## src/rtl/mul_booth_pkg.sv

```systemverilog
// Shared radix-4 Booth constants and select encoding for the multiplier datapath.
package mul_booth_pkg;

  localparam int BOOTH_WIDTH = 32;
  localparam int BOOTH_NGRP  = BOOTH_WIDTH / 2 + 1;
  localparam int BOOTH_IDX_W = $clog2(BOOTH_NGRP);

  typedef enum logic [2:0] {
    SEL_ZERO,
    SEL_ONE,
    SEL_TWO,
    SEL_NEG1,
    SEL_NEG2
  } sel_e;

  // Triplet is {b[2i+1], b[2i], b[2i-1]}.
  function automatic sel_e booth_decode(input logic [2:0] trip);
    case (trip)
      3'b001, 3'b010: booth_decode = SEL_ONE;
      3'b011:         booth_decode = SEL_TWO;
      3'b100:         booth_decode = SEL_NEG2;
      3'b101, 3'b110: booth_decode = SEL_NEG1;
      default:        booth_decode = SEL_ZERO;
    endcase
  endfunction

endpackage

```

## src/rtl/booth_group_enc.sv

```systemverilog
// Combinational Booth triplet to one-hot select decoder (zero/+A/+2A/-A/-2A).
module booth_group_enc
  import mul_booth_pkg::*;
(
  input  logic [2:0] trip,
  output logic       zero,
  output logic       one,
  output logic       two,
  output logic       neg1,
  output logic       neg2
);

  sel_e sel;

  assign sel  = booth_decode(trip);
  assign zero = (sel == SEL_ZERO);
  assign one  = (sel == SEL_ONE);
  assign two  = (sel == SEL_TWO);
  assign neg1 = (sel == SEL_NEG1);
  assign neg2 = (sel == SEL_NEG2);

endmodule

```

## src/rtl/booth_seq_encoder.sv

```systemverilog
// Sequential radix-4 Booth encoder: one operand in, one Booth group out per handshake.
// BOOTH_SKIP_ZERO_EN: suppress zero groups, enc_last marks the last non-zero group.
module booth_seq_encoder
  import mul_booth_pkg::*;
#(
  parameter int WIDTH = BOOTH_WIDTH,
  parameter int NGRP  = WIDTH / 2 + 1,
  parameter int IDX_W = $clog2(NGRP)
) (
  input  logic             mul_clk,
  input  logic             resetn,
  input  logic             in_valid,
  output logic             in_ready,
  input  logic [WIDTH-1:0] b_in,
  input  logic             signed_op,
  output logic             enc_valid,
  input  logic             enc_ready,
  output logic             zero,
  output logic             one,
  output logic             two,
  output logic             neg1,
  output logic             neg2,
  output logic [IDX_W-1:0] enc_idx,
  output logic             enc_last
);

  // Shift register holds bits WIDTH+1 .. -1 of the extended operand.
  localparam int SRW = WIDTH + 3;

  typedef enum logic {IDLE, ENC} state_e;

  state_e           state;
  logic [SRW-1:0]   sr;
  logic             ext_hi;
  logic [SRW-1:0]   ext;
  logic             fire;
  logic             load;
  logic             last_c;
  logic [SRW-1:0]   load_sr;
  logic [SRW-1:0]   adv_sr;
  logic [IDX_W-1:0] load_idx;
  logic [IDX_W-1:0] adv_idx;

  assign ext_hi    = signed_op & b_in[WIDTH-1];
  assign ext       = {ext_hi, ext_hi, b_in, 1'b0};
  assign enc_valid = (state == ENC);
  assign fire      = enc_valid & enc_ready;
  assign enc_last  = enc_valid & last_c;
  assign in_ready  = (state == IDLE) | (fire & last_c);
  assign load      = in_valid & in_ready;

`ifdef BOOTH_SKIP_ZERO_EN
  localparam logic [IDX_W:0] NGRP_V = (IDX_W + 1)'(NGRP);

  // Sign-filling shift keeps vacated groups decoding as zero.
  function automatic logic [SRW-1:0] asr(input logic [SRW-1:0] v, input logic [IDX_W:0] n);
    asr = $signed(v) >>> (2 * n);
  endfunction

  // Position of the first non-zero group, NGRP_V when none remain.
  function automatic logic [IDX_W:0] first_nz(input logic [SRW-1:0] v);
    logic [IDX_W:0] r;
    r = NGRP_V;
    for (int g = NGRP - 1; g >= 0; g--) begin
      if (!((v[2*g] == v[2*g+1]) && (v[2*g+1] == v[2*g+2]))) r = (IDX_W + 1)'(g);
    end
    return r;
  endfunction

  logic [IDX_W:0] load_j;
  logic [IDX_W:0] adv_k;
  logic [SRW-1:0] sr_nxt;

  always_comb begin
    load_j = first_nz(ext);
    sr_nxt = asr(sr, (IDX_W + 1)'(1));
    adv_k  = first_nz(sr_nxt);
    last_c = (adv_k == NGRP_V);
    if (load_j == NGRP_V) begin
      load_sr  = ext;
      load_idx = '0;
    end else begin
      load_sr  = asr(ext, load_j);
      load_idx = load_j[IDX_W-1:0];
    end
    adv_sr  = asr(sr_nxt, adv_k);
    adv_idx = enc_idx + IDX_W'(1) + adv_k[IDX_W-1:0];
  end
`else
  always_comb begin
    last_c   = (enc_idx == IDX_W'(NGRP - 1));
    load_sr  = ext;
    load_idx = '0;
    adv_sr   = {sr[SRW-1], sr[SRW-1], sr[SRW-1:2]};
    adv_idx  = enc_idx + IDX_W'(1);
  end
`endif

  always_ff @(posedge mul_clk or negedge resetn) begin
    if (!resetn) begin
      state   <= IDLE;
      sr      <= '0;
      enc_idx <= '0;
    end else if (load) begin
      state   <= ENC;
      sr      <= load_sr;
      enc_idx <= load_idx;
    end else if (fire) begin
      if (last_c) begin
        state   <= IDLE;
        sr      <= '0;
        enc_idx <= '0;
      end else begin
        sr      <= adv_sr;
        enc_idx <= adv_idx;
      end
    end
  end

  booth_group_enc u_dec (
    .trip (sr[2:0]),
    .zero (zero),
    .one  (one),
    .two  (two),
    .neg1 (neg1),
    .neg2 (neg2)
  );

endmodule
```

## config.mk

```make
export PLATFORM = sky130hd
export DESIGN_NAME = booth_seq_encoder
export DESIGN_NICKNAME = d
export VERILOG_FILES = /design/src/rtl/mul_booth_pkg.sv /design/src/rtl/booth_group_enc.sv /design/src/rtl/booth_seq_encoder.sv
export SDC_FILE = /design/constraint.sdc
export NUM_CORES = 1
export LEC_CHECK = 0
export ABC_AREA = 0
export CAP_MARGIN = 20
export CORE_ASPECT_RATIO = 1.2
export CORE_MARGIN = 5
export CORE_UTILIZATION = 49
export DETAILED_ROUTE_END_ITERATION = 8
export PLACE_DENSITY = 0.89
export SKIP_CTS_REPAIR_TIMING = 1
export SLEW_MARGIN = 5
export SYNTH_ARGS = -nofsm -noshare
export SYNTH_HDL_FRONTEND = slang
export SYNTH_SLANG_ARGS = --single-unit
export TNS_END_PERCENT = 1
```

## constraint.sdc

```tcl
create_clock -name mul_clk -period 1.8 [get_ports mul_clk]
set_input_delay 0.45 -clock mul_clk [delete_from_list [all_inputs] [get_ports mul_clk]]
set_output_delay 0.45 -clock mul_clk [all_outputs]
set_load 0.1 [all_outputs]
```

==> metrics.csv <==
metric,value,unit
status,"finished, violations left",
violations,setup timing,
p_seq_share,31.5,%
drive_gt1_share,31.3,%
drc,0,
dp_hpwl,4010,microns
tns,-2190,ps
grt_pass1_vias,1934,
dieArea,5500,sq um
antenna_found_initial,0,
grt_max_degree,29,
synthTopCellsByArea,"dfrtp_1, a221o_1, and3_1, nand3_1, buf_6",
clkTransAtPathRegs,80,ps
yosys.area.top_type_share,50.9,%
drt_wl_total,6060,microns
insertedDiodeCount,0,
power_frac_clock,15.3,%
avgSynthCellArea,11.1,sq um
synth_common_cells,"dfrtp_1, and3_1, a221o_1, clkbuf_1, nand3_1",
power_frac_comb,53.2,%
skew,8.72,ps
routed-via-count,1909,
p_switching,2.08,mW
intPower,2.96,mW
drtIter0Drc,191,
utilization,78.0,%
cp.required,1350,ps
synth-warning-count,0,
rows,25,
numCtsBuffers,5,
ys.flop_type,dfrtp_1,
post_dp_cell_area,2920,sq um
drt-wirelength-per-cell,19.5,microns
rsz0062_at_grt,true,
grt_use_total,22.4,%
async_reset_ff_share,100,%
p_leak,1.49,nW
synthDistinctLibCells,35,
drv_cap,0,
synth_edf_count,0,
mappedNetlistArea,2020,sq um
tightestPinTransition,604,ps
io_pins,50,
endpoint_kind,primary output,
criticalPathCategory,flip-flop to primary output,
finalCritPeriodShare,121,%
total_power,5.04,mW
ant_nets,0,
vdd_drop_max,856,uV
period_needed,2170,ps
core_area,3970,sq um
critPathLaunchType,flip-flop,
critPathMaxFanout,4,
power.density,1630,nW/um^2
drtPass1Iterations,4,
setup_ws,-374,ps
port_buffers,49,
dp_slack,-222,ps
hold_violations,0,
final_cell_area,3100,sq um
gp_congestion,0.817,
overflow,0,
start_util,50.8,%
clock.fmax,460,MHz
slew_headroom,59.7,%
synth_area_leader_cell,dfrtp_1,
synth_seq_cells,41,
cts-root-buf,clkbuf_8,
die_x,68.6,microns
synth.most_common_cell,dfrtp_1,
vias_per_cell,6.16,
hp-class,input port to async pin,
cts_tree,done,
syn_nets,221,
grt_pass1_wl,9210,microns
h-tree-depth,2,
insertion_delay,300,ps
synth.yosys.seq_area_share,50.9,%
syn_to_final_growth,53.7,%
syn_inst,182,
setup_viol,33,
die_h,80.3,microns
power.share.switching,41.3,%
clockBufferDepth,2,
maxSlewViolCount,0,
cts.sinks,41,
final_nets,294,
arrival,1720,ps
-- final timing paths --
check	from	end	slack, ps	cells after the start
max	enc_idx[1]$_DFFE_PN0P_	in_ready	-370	6
min	resetn	sr[33]$_DFFE_PN0P_	150	1
max reg2reg	enc_idx[1]$_DFFE_PN0P_	sr[10]$_DFFE_PN0P_	-70	8
min reg2reg	sr[18]$_DFFE_PN0P_	sr[16]$_DFFE_PN0P_	520	1
max in group asynchronous	resetn	sr[9]$_DFFE_PN0P_	1080	2
min in group mul_clk	sr[18]$_DFFE_PN0P_	sr[16]$_DFFE_PN0P_	520	1
-- cell usage in the layout, fill, tap and decap left out, types with 2 or more instances in the layout --
cell              n
a21oi_1           3
clkdlybuf4s50_1  35
nand3_1           7
nand2_1           5
buf_4            28
nand2b_1          2
clkbuf_8          6
buf_6             3
nand4_1           3
o21ai_0           6
inv_1             2
dfrtp_1          33
buf_12           15
or3_1             2
nor2_2            3
dfrtp_4           2
o211ai_1          2
a221o_1          30
and3_1           32
dfrtp_2           6
-- sequential cells by signal (all words and copies together) (netlist names) --
register and cells:
enc_valid 1, enc_idx 5, sr 35
-- per-stage QoR --
step	cells	hold slack, ps
3_5_place_dp	298	490
4_1_cts	306	164
2_1_floorplan	182	154
6_report	310	152
5_1_grt	310	213
3_3_place_gp	298	480
-- cells by family (layout without fill, tap and decap cells) --
| group | count (synthesis) | after routing | share of synthesized area (%) |
|---|---|---|---|
| buffers and inverters | 21 | 95 | 5.33 |
| XOR/XNOR | 1 | 1 | 0.434 |
| multiplexers | 1 | 1 | 0.496 |
| AO/OA/AOI/OAI | 48 | 48 | 20.6 |
| AND/OR/NAND/NOR | 68 | 68 | 21.0 |
| flip-flops | 41 | 41 | 50.9 |
| adder cells (fa/ha/maj) | 2 | 2 | 1.24 |
-- power by group through the flow --
| stage | Sequential, mW | Clock, mW | Combinational, mW |
|---|---|---|---|
| after floorplan | 1.89 | 0 | 1.24 |
| after global placement | 1.54 | 0 | 2.52 |
| after detailed placement | 1.55 | 0 | 2.58 |
| after CTS | 1.55 | 0.772 | 2.60 |
| after global routing | 1.62 | 0.805 | 2.81 |
| final | 1.59 | 0.769 | 2.68 |
-- area by class of cell --
type                    count  area [sq um]
fillers                   235           873
inverters                   5          35.0
clock buffers               7          86.3
repair buffers             82           900
clock inverters             1          30.0
flip-flops and latches     41          1040
multi-input cells         120           940
well taps                  54          67.6
-- critical path, cell delays in order, from the launching register on --
cell      delay, ps
dfrtp_4         430
inv_4            40
ha_4            150
and4bb_2        260
a21boi_2        190
bufinv_8        210
buf_12          150
-- metal layers --
metal / part of all wire, % / track usage, % / up-vias
li1: - / - / 858
met5: 0 / 0 / -
met4: 4.6 / 12.5 / 0
met3: 5.0 / 3.92 / 29
met2: 52 / 37.1 / 80
met1: 39 / 26.7 / 942
No activity file was read; power rests on OpenSTA's default activity.
